===== src/rtl/tdc_burst_reader_pkg.sv =====
`default_nettype none
// ============================================================================
// Package : tdc_pkg
// Shared FSM state type, default parameter constants and width helper for the
// TDC burst reader.
// Revision: 1.0 - initial release
// ============================================================================
package tdc_pkg;

    typedef enum logic [2:0] {
        S_IDLE    = 3'd0,
        S_SETUP   = 3'd1,
        S_STROBE  = 3'd2,
        S_CAPTURE = 3'd3,
        S_OUTPUT  = 3'd4,
        S_RECOVER = 3'd5,
        S_FINISH  = 3'd6
    } tdc_state_t;

    localparam int c_DEF_DATA_W     = 28;
    localparam int c_DEF_ADDR_W     = 4;
    localparam int c_DEF_N_FIFO     = 2;
    localparam int c_DEF_FIFO_ADDR0 = 8;
    localparam int c_DEF_SETUP_CYC  = 1;
    localparam int c_DEF_RD_LOW_CYC = 2;
    localparam int c_DEF_REC_CYC    = 3;
    localparam int c_DEF_MAX_BURST  = 16;

    // Width able to hold values 0..n-1, never narrower than one bit.
    function automatic int tdc_width(input int n);
        return (n > 1) ? $clog2(n) : 1;
    endfunction

endpackage
`default_nettype wire


===== src/rtl/tdc_rr_arbiter.sv =====
`default_nettype none
// ============================================================================
// Module  : tdc_rr_arbiter
// Round-robin pick of the first non-empty FIFO at or after the pointer.
// Revision: 1.0 - initial release
// ============================================================================
module tdc_rr_arbiter #(
    parameter int N_FIFO = 2,
    parameter int IDX_W  = 1
) (
    input  logic [N_FIFO-1:0] i_req,
    input  logic [IDX_W-1:0]  i_ptr,
    output logic [IDX_W-1:0]  o_idx,
    output logic              o_any
);

    localparam int c_SW = IDX_W + 1;

    logic [2*N_FIFO-1:0] w_dbl;
    logic [2*N_FIFO-1:0] w_rot;
    logic [c_SW-1:0]     w_sum;

    assign w_dbl = {i_req, i_req};
    // Rotating the doubled mask puts the pointer's FIFO at bit 0.
    assign w_rot = w_dbl >> i_ptr;

    always_comb begin
        o_any = 1'b0;
        w_sum = '0;
        for (int k = 0; k < N_FIFO; k++) begin
            if (!o_any && w_rot[k]) begin
                w_sum = {1'b0, i_ptr} + c_SW'(k);
                o_any = 1'b1;
            end
        end
        if (w_sum >= c_SW'(N_FIFO)) begin
            w_sum = w_sum - c_SW'(N_FIFO);
        end
        o_idx = w_sum[IDX_W-1:0];
    end

endmodule
`default_nettype wire


===== src/rtl/tdc_burst_reader.sv =====
`default_nettype none
// ============================================================================
// Module  : tdc_burst_reader
// Reads single words or drains bursts from TDC FIFOs with a timed CSN/RDN cycle.
// Revision: 1.0 - initial release
// ============================================================================
module tdc_burst_reader
    import tdc_pkg::*;
#(
    parameter int DATA_W     = c_DEF_DATA_W,
    parameter int ADDR_W     = c_DEF_ADDR_W,
    parameter int N_FIFO     = c_DEF_N_FIFO,
    parameter int FIFO_ADDR0 = c_DEF_FIFO_ADDR0,
    parameter int SETUP_CYC  = c_DEF_SETUP_CYC,
    parameter int RD_LOW_CYC = c_DEF_RD_LOW_CYC,
    parameter int REC_CYC    = c_DEF_REC_CYC,
    parameter int MAX_BURST  = c_DEF_MAX_BURST
) (
    input  logic                                clk,
    input  logic                                reset_n,
    input  logic                                start,
    input  logic                                burst,
    input  logic [N_FIFO-1:0]                   ef,
    input  logic [DATA_W-1:0]                   tdc_data,
    output logic [ADDR_W-1:0]                   tdc_addr,
    output logic                                tdc_csn,
    output logic                                tdc_rdn,
    output logic                                m_valid,
    input  logic                                m_ready,
    output logic [DATA_W-1:0]                   m_data,
    output logic [tdc_width(N_FIFO)-1:0]        m_chan,
    output logic                                busy,
    output logic                                done,
    output logic [$clog2(MAX_BURST+1)-1:0]      word_cnt,
    output logic                                alu_trigger
);

    localparam int c_CHAN_W  = tdc_width(N_FIFO);
    localparam int c_CNT_W   = $clog2(MAX_BURST + 1);
    localparam int c_TMR_MAX = (SETUP_CYC > RD_LOW_CYC)
                             ? ((SETUP_CYC > REC_CYC) ? SETUP_CYC : REC_CYC)
                             : ((RD_LOW_CYC > REC_CYC) ? RD_LOW_CYC : REC_CYC);
    localparam int c_TMR_W   = tdc_width(c_TMR_MAX);

    localparam logic [c_TMR_W-1:0] c_T_SETUP = c_TMR_W'(SETUP_CYC - 1);
    localparam logic [c_TMR_W-1:0] c_T_LOW   = c_TMR_W'(RD_LOW_CYC - 1);
    localparam logic [c_TMR_W-1:0] c_T_REC   = c_TMR_W'(REC_CYC - 1);
    localparam logic [c_CNT_W-1:0] c_MAXB    = c_CNT_W'(MAX_BURST);
    localparam logic [c_CHAN_W-1:0] c_LAST   = c_CHAN_W'(N_FIFO - 1);

    logic [1:0]           r_rst_sync;
    logic                 w_rst_n;
    logic [N_FIFO-1:0]    r_ef_s1;
    logic [N_FIFO-1:0]    r_ef_s2;
    logic [N_FIFO-1:0]    w_nonempty;
    logic [c_CHAN_W-1:0]  w_pick;
    logic                 w_any;
    logic [ADDR_W-1:0]    w_pick_addr;
    logic                 w_start_edge;

    tdc_state_t           r_state;
    logic                 r_start_d;
    logic                 r_mode;
    logic [c_TMR_W-1:0]   r_tmr;
    logic [c_CHAN_W-1:0]  r_sel;
    logic [c_CHAN_W-1:0]  r_rr_ptr;
    logic [ADDR_W-1:0]    r_addr;
    logic                 r_csn;
    logic                 r_rdn;
    logic                 r_m_valid;
    logic [DATA_W-1:0]    r_m_data;
    logic [c_CHAN_W-1:0]  r_m_chan;
    logic                 r_done;
    logic                 r_alu;
    logic [c_CNT_W-1:0]   r_word_cnt;

    // Reset asserts immediately but releases only after two clean clock edges.
    always_ff @(posedge clk or negedge reset_n) begin
        if (!reset_n) begin
            r_rst_sync <= 2'b00;
        end else begin
            r_rst_sync <= {r_rst_sync[0], 1'b1};
        end
    end

    assign w_rst_n = r_rst_sync[1];

    always_ff @(posedge clk or negedge w_rst_n) begin
        if (!w_rst_n) begin
            r_ef_s1 <= '1;
            r_ef_s2 <= '1;
        end else begin
            r_ef_s1 <= ef;
            r_ef_s2 <= r_ef_s1;
        end
    end

    assign w_nonempty   = ~r_ef_s2;
    assign w_start_edge = start & ~r_start_d;
    assign w_pick_addr  = ADDR_W'(FIFO_ADDR0) + ADDR_W'(w_pick);

    tdc_rr_arbiter #(
        .N_FIFO (N_FIFO),
        .IDX_W  (c_CHAN_W)
    ) u_arb (
        .i_req  (w_nonempty),
        .i_ptr  (r_rr_ptr),
        .o_idx  (w_pick),
        .o_any  (w_any)
    );

    always_ff @(posedge clk or negedge w_rst_n) begin
        if (!w_rst_n) begin
            r_state    <= S_IDLE;
            r_start_d  <= 1'b0;
            r_mode     <= 1'b0;
            r_tmr      <= '0;
            r_sel      <= '0;
            r_rr_ptr   <= '0;
            r_addr     <= '0;
            r_csn      <= 1'b1;
            r_rdn      <= 1'b1;
            r_m_valid  <= 1'b0;
            r_m_data   <= '0;
            r_m_chan   <= '0;
            r_done     <= 1'b0;
            r_alu      <= 1'b0;
            r_word_cnt <= '0;
        end else begin
            r_start_d <= start;
            r_done    <= 1'b0;
            r_alu     <= 1'b0;
            case (r_state)
                S_IDLE: begin
                    if (w_start_edge) begin
                        r_mode     <= burst;
                        r_word_cnt <= '0;
                        if (w_any) begin
                            r_sel   <= w_pick;
                            r_addr  <= w_pick_addr;
                            r_tmr   <= c_T_SETUP;
                            r_state <= S_SETUP;
                        end else begin
                            r_done  <= 1'b1;
                            r_state <= S_FINISH;
                        end
                    end
                end
                S_SETUP: begin
                    if (r_tmr == '0) begin
                        r_csn   <= 1'b0;
                        r_rdn   <= 1'b0;
                        r_tmr   <= c_T_LOW;
                        r_state <= S_STROBE;
                    end else begin
                        r_tmr <= r_tmr - 1'b1;
                    end
                end
                S_STROBE: begin
                    if (r_tmr == '0) begin
                        r_m_data   <= tdc_data;
                        r_m_chan   <= r_sel;
                        r_csn      <= 1'b1;
                        r_rdn      <= 1'b1;
                        r_word_cnt <= r_word_cnt + 1'b1;
                        r_state    <= S_CAPTURE;
                    end else begin
                        r_tmr <= r_tmr - 1'b1;
                    end
                end
                S_CAPTURE: begin
                    r_m_valid <= 1'b1;
                    r_state   <= S_OUTPUT;
                end
                S_OUTPUT: begin
                    if (m_ready) begin
                        r_m_valid <= 1'b0;
                        r_rr_ptr  <= (r_sel == c_LAST) ? '0 : r_sel + 1'b1;
                        r_tmr     <= c_T_REC;
                        r_state   <= S_RECOVER;
                    end
                end
                S_RECOVER: begin
                    if (r_tmr != '0) begin
                        r_tmr <= r_tmr - 1'b1;
                    end else if (!r_mode || (r_word_cnt == c_MAXB) || !w_any) begin
                        r_addr  <= '0;
                        r_done  <= 1'b1;
                        r_alu   <= (r_word_cnt != '0);
                        r_state <= S_FINISH;
                    end else begin
                        r_sel   <= w_pick;
                        r_addr  <= w_pick_addr;
                        r_tmr   <= c_T_SETUP;
                        r_state <= S_SETUP;
                    end
                end
                S_FINISH: begin
                    r_state <= S_IDLE;
                end
                default: begin
                    r_state <= S_IDLE;
                end
            endcase
        end
    end

    assign tdc_addr    = r_addr;
    assign tdc_csn     = r_csn;
    assign tdc_rdn     = r_rdn;
    assign m_valid     = r_m_valid;
    assign m_data      = r_m_data;
    assign m_chan      = r_m_chan;
    assign busy        = (r_state != S_IDLE);
    assign done        = r_done;
    assign word_cnt    = r_word_cnt;
    assign alu_trigger = r_alu;

endmodule
`default_nettype wire


===== config.mk =====
export PLATFORM = sky130hd
export DESIGN_NAME = tdc_burst_reader
export DESIGN_NICKNAME = d
export VERILOG_FILES = /design/src/rtl/tdc_burst_reader_pkg.sv /design/src/rtl/tdc_rr_arbiter.sv /design/src/rtl/tdc_burst_reader.sv
export SDC_FILE = /design/constraint.sdc
export NUM_CORES = 1
export LEC_CHECK = 0
export ABC_AREA = 0
export CAP_MARGIN = 10
export CORE_MARGIN = 2
export CORE_UTILIZATION = 49
export CTS_CLUSTER_DIAMETER = 40
export DETAILED_ROUTE_END_ITERATION = 10
export PLACE_DENSITY = 0.94
export SETUP_SLACK_MARGIN = 0.05
export SYNTH_ARGS = -nofsm -noshare
export SYNTH_HDL_FRONTEND = slang
export SYNTH_HIERARCHICAL = 1
export SYNTH_SLANG_ARGS = --single-unit

===== constraint.sdc =====
create_clock -name clk -period 3.6 [get_ports clk]
set_input_delay 0.72 -clock clk [delete_from_list [all_inputs] [get_ports clk]]
set_output_delay 0.72 -clock clk [all_outputs]
set_load 0.01 [all_outputs]

Word-level counts from Yosys, hierarchy flattened
Index checks and enable logic that the tools add are counted.
W data, S select, Z words.
{"block": "op_classes", "mux": 48, "n_lt_le_gt_ge": 1, "n_shift": 1, "n_bitwise": 3, "addsub": 6, "eq_ne": 15, "reduce_logical": 26}
{"op": "$mux W3", "n": 7}
{"op": "$mux W1", "n": 19}
{"op": "$pmux W3 S6", "n": 1}
{"op": "$mux W2", "n": 8}
{"op": "$mux W4", "n": 4}
{"op": "$ne A2 B2 Y1 const B", "n": 8}
{"op": "$mux W5", "n": 2}
{"op": "$pmux W2 S5", "n": 1}
{"op": "$pmux W5 S2", "n": 1}
{"op": "$reduce_and A5 Y1", "n": 2}
{"op": "$reduce_bool A2 Y1", "n": 5}
{"op": "$reduce_bool A5 Y1", "n": 2}
{"op": "$pmux W1 S2", "n": 4}
{"op": "$pmux W4 S2", "n": 1}
{"op": "$reduce_and A2 Y1", "n": 4}
{"op": "$eq A3 B2 Y1 const B", "n": 2}
{"op": "$eq A3 B3 Y1 const B", "n": 2}
{"op": "$reduce_and A3 Y1", "n": 2}
{"op": "$reduce_and A6 Y1", "n": 1}
{"op": "$add A5 B1 Y5 const B", "n": 1}
{"op": "$eq A5 B5 Y1 const B", "n": 1}
{"op": "$add A4 B1 Y4 const A", "n": 1}
{"op": "$reduce_and A4 Y1", "n": 1}
{"op": "$shr A4 B1 Y2", "n": 1}
{"op": "16 further kinds", "n": 19}
{"block": "totals", "output_inout_bits": 44, "input_bits": 35, "elab_cells": 117, "register_bits": 57}

Longest topological paths before layout
{"block": "logic_depth", "depth_word": 12, "ltp_mapped": 7}

Modules after synthesis
The synthesis kept the hierarchy.
{"mod": "tdc_burst_reader", "n_inst": 1, "cells_per_inst": 195, "area_per_inst_um2": 2446.1}
{"mod": "tdc_rr_arbiter", "n_inst": 1, "cells_per_inst": 3, "area_per_inst_um2": 17.5}

Worst setup path after synthesis
OpenSTA, ideal clock, no wires.
{"block": "synth_timing", "kind": "reg-to-reg", "start": "reg r_word_cnt[0], in the netlist word_cnt[0]", "end": "reg r_sel", "synth_period_minus_slack_ns": 1.839, "arrival_time_ns": 1.711, "path_stages_with_launch": 7, "setup_time_ns": 0.128, "setup_slack_ns": 1.761, "path_cell_list": "dfrtp_1 > inv_1 > ha_1 > nor4bb_4 > or3_1 > a21oi_2 > mux2_1"}
{"block": "synth_between", "elab_chain_cells": 5}
{"element": "start: declaration", "line_no": "tdc_burst_reader.sv:75", "text": "logic [c_CNT_W-1:0] r_word_cnt;"}
{"element": "start signal: assignment", "line_no": "tdc_burst_reader.sv:165", "text": "r_word_cnt <= r_word_cnt + 1'b1;"}
{"element": "$eq A5 B5 Y1", "line_no": "tdc_burst_reader.sv:186", "text": "end else if (!r_mode || (r_word_cnt == c_MAXB) || !w_any) begin"}
{"element": "$logic_or A1 B1 Y1 (2 in a row)", "line_no": "tdc_burst_reader.sv:186"}
{"element": "$ne A2 B2 Y1 (no source line)"}
{"element": "$reduce_and A5 Y1 (no source line)"}
{"element": "end signal: assignment", "line_no": "tdc_burst_reader.sv:139", "text": "r_sel <= w_pick;"}
{"element": "end signal: assignment", "line_no": "tdc_burst_reader.sv:192", "text": "r_sel <= w_pick;"}
{"element": "end: declaration", "line_no": "tdc_burst_reader.sv:65", "text": "logic [c_CHAN_W-1:0] r_sel;"}
Every way passes these cells.
A chain may end at the register's enable or synchronous reset.

Final worst setup path
{"block": "layout_timing", "start": "reg r_state[2]", "end": "out busy"}
{"block": "layout_between", "elab_chain_cells": 1}
{"element": "start: declaration", "line_no": "tdc_burst_reader.sv:61", "text": "tdc_state_t r_state;"}
{"element": "start signal: assignment", "line_no": "tdc_burst_reader.sv:114", "text": "r_state <= S_IDLE;"}
{"element": "start signal: assignment", "line_no": "tdc_burst_reader.sv:142", "text": "r_state <= S_SETUP;"}
{"element": "start signal: assignment", "line_no": "tdc_burst_reader.sv:145", "text": "r_state <= S_FINISH;"}
{"element": "$reduce_bool A3 Y1", "line_no": "tdc_burst_reader.sv:214", "text": "assign busy = (r_state != S_IDLE);"}
{"element": "end: declaration", "line_no": "tdc_burst_reader.sv:32", "text": "output logic busy,"}
Every way passes these cells.

==> impl_results.md <==
- # rows: 25
- Status: complete, no violations
- Reg-to-reg endpoint: m_data[17]$_DFFE_PN0P_
- Routed WL per cell: 16.5 µm
- Mapped cell area: 2460 µm²
- Ys Warns: 6
- Largest net degree at the start of global routing: 37
- Kind of cell adding the most delay to the critical path: flip-flops
- P_leak: 1.43 nW
- Reg2reg setup slack: 1.47 ns
- Vias per inst: 5.25
- Layout cells sized above 1: 0.0809
- Clock transition at path regs: 0.09 ns
- Crit path max fanout: 20
- Final count of hold timing violations: 0
- DRT iter0 DRCs: 81
- Max incr delay on CP: 0.63 ns
- Via count: 1779
- Relative slew margins: 0.560
- Routed wl met2: 2.75 mm
- Switching Share: 0.357
- Dominant synthesized flop cell: dfrtp_1
- Total GRT Usage: 0.221
- RSZ-0062 raised after global routing: no
- Crit end category: primary output
- Slowest-stage cell, CP: dfrtp_1
- Flops & latches, synth: 55
- Syn Area/Cell: 12.4 µm²
- Uppermost routed layer: met4
- Worst vdd ir: 0.522 mV
- Full die area: 5610 µm²
- Sequential share of power: 0.418
- Hold-fix buffer count after cts: 0
- Post-DP HPWL: 3.99 mm
- CTS sink cnt: 55
- Area growth, synth to finish: 35.4%
- Die X-Extent: 74.9 µm
- CP startpoint kind: flip-flop
- Count of cell types in the netlist: 47
- Port bufs: 76
- CTS tree: done
- # setup viols final: 0
- CTS Buf Count: 5
- Initial Utilization: 0.515
- Clock root cell: clkbuf_8
- Sequential fraction of the synthesis area: 0.561
- Clk pwr share: 0.119
- Metal1 wirelength: 2.12 mm
- Wire length on met3: 607 µm
- Yosys top cell area share: 0.508
- Hold WS: 0.300 ns
- Post-synthesis cell type with the largest combined area: dfrtp_1
- Setup bufs post-CTS: 0
- Synth top cells by count: dfrtp_1 (50), mux2_1 (32), nor2_1 (12)
- Ant diodes: 0
- Least-Margin Pin Slew: 0.661 ns
- Drt first pass iters: 4
- # IOs: 79
- Power density cells: 816 nW/µm²
- Critical path buffer and inverter count: 1
- CP Class: flip-flop to primary output
- Initial antenna violation count: 0
- Setup TNS Final: 0 ns
- R2R depth: 3
- Max-cap check violation count: 0
- Clock Latency Late Sink: 0.30 ns
- Total net switching power: 971 µW
- CP arrival: 1.95 ns
- Fmax: 375 MHz
- Synth Instances: 198
- CTS Buffer Depth: 2
- Post-synth EDFFs: 0
- Critical R2R Launch: r_state[1]$_DFFE_PN0P_
- Clock skew: 0.00355 ns
- First-pass GRT wire length: 9.23 mm
- P_int: 1.75 mW
- Logic pwr share: 0.463
- CP required: 2.88 ns
- Final ANT Viol Nets: 0
- Final #Nets: 311
- Worst path cell trace: or3_4 -> clkdlybuf4s50_1
- Core Box Area: 4790 µm²
- Vias in the first global route: 1959
- Die Ht: 74.9 µm
- Final GP Congestion: 0.913
- Final min period: 2.67 ns
- DRC errors left: 0
- Fin. max-slew vios: 0
- H-tree depth: 2
- WL final: 5.60 mm
- Cts repair resizes: 0
- Count leader, synth: dfrtp_1
- Total grt overflow: 0
- Top cells by area, synth: dfrtp_1 (51%), mux2_1 (15%), dfstp_2 (5.3%)
- Worst min-delay path class: flip-flop to asynchronous set/reset pin
- Final period util: 0.741
- Asr flop ratio synth: 1.00
cells by family (layout without fill, tap and decap cells):
| group | count (synthesis) | after routing | synth area share |
|---|---|---|---|
| xor+xnor | 4 | 4 | 0.0142 |
| other cells | 2 | 3 | 0.00305 |
| simple gates | 40 | 40 | 0.0940 |
| buf+inv | 24 | 97 | 0.0528 |
| mux | 34 | 34 | 0.155 |
| compound gates | 34 | 34 | 0.0945 |
| fa+ha+maj | 5 | 5 | 0.0254 |
| flops | 55 | 55 | 0.561 |
worst reg2reg max path: cells and delay by family (launching register included):
family                 cells  cell delay, ns
multiplexers               1            0.42
AND/OR/NAND/NOR            1            0.39
buffers and inverters      1            0.42
flip-flops                 1            0.78
worst max path at each step:
stage,cells past startpoint,endpoint,start
after global placement,2,busy,r_state[2]$_DFFE_PN0P_
after CTS,2,busy,r_state[2]$_DFFE_PN0P_
after detailed placement,2,busy,r_state[2]$_DFFE_PN0P_
after global routing,2,busy,r_state[2]$_DFFE_PN0P_
after floorplan,6,r_sel$_DFFE_PN0P_,word_cnt[0]$_DFFE_PN0P_
final,2,busy,r_state[2]$_DFFE_PN0P_
flip-flops by register name, indices dropped and copies added (netlist names), 2 cells and up:
name	count
m_data	28
word_cnt	5
r_state	3
r_ef_s1	2
r_ef_s2	2
r_rst_sync	2
r_tmr	2
tdc_addr	2
final cells by class:
type,instances,area [µm²]
Multi-Input combinational cell,120,970
Inverter,11,41.3
Sequential cell,55,1380
Fill cell,306,1450
Clock inverter,1,5.00
Timing Repair Buffer,78,776
Clock buffer,7,76.3
Tap cell,67,83.8
power by group through the flow:
stage,Sequential (mW),Clock [mW],Combinational (mW)
6_report,1.14,0.323,1.26
5_1_grt,1.18,0.359,1.37
4_1_cts,1.14,0.334,1.27
3_5_place_dp,1.14,0,1.25
3_3_place_gp,1.12,0,1.22
2_1_floorplan,1.14,0,0.628
per-stage QoR:
step | cell area [µm²] | utilization | std cells | total power [mW] | worst slack (ns)
after floorplan | 2470 | - | 199 | 1.77 | 1.76
after global placement | 3250 | 0.680 | 331 | 2.33 | 1.32
after detailed placement | 3250 | 0.680 | 331 | 2.39 | 1.28
after CTS | 3340 | 0.697 | 339 | 2.74 | 0.932
after global routing | 3340 | 0.697 | 339 | 2.91 | 0.868
final | 3340 | 0.697 | 339 | 2.72 | 0.932
placed cells by master, fill, tap and decap left out, drive strengths merged, types with 2 or more instances in the layout:
cell type / synthesis / final
a21oi: 8 / 8
a22oi: 2 / 2
buf: 12 / 2
clkbuf: 1 / 7
clkdlybuf4s50: 0 / 76
conb: 2 / 3
dfrtp: 50 / 50
dfstp: 5 / 5
ha: 5 / 5
inv: 11 / 11
mux2: 33 / 33
nand2: 8 / 8
nand2b: 2 / 2
nand3: 4 / 4
nand4: 2 / 2
nor2: 13 / 13
nor2b: 2 / 2
nor4bb: 2 / 2
o21ai: 10 / 10
o31ai: 2 / 2
or3: 2 / 2
xor2: 4 / 4
layer usage:
layer  vias up  track usage
li1        822            -
met1       863        0.257
met2        82        0.357
met3        12       0.0964
met4         0       0.0992
met5         -            0
Note: power is estimated with default switching activity, not from simulation.
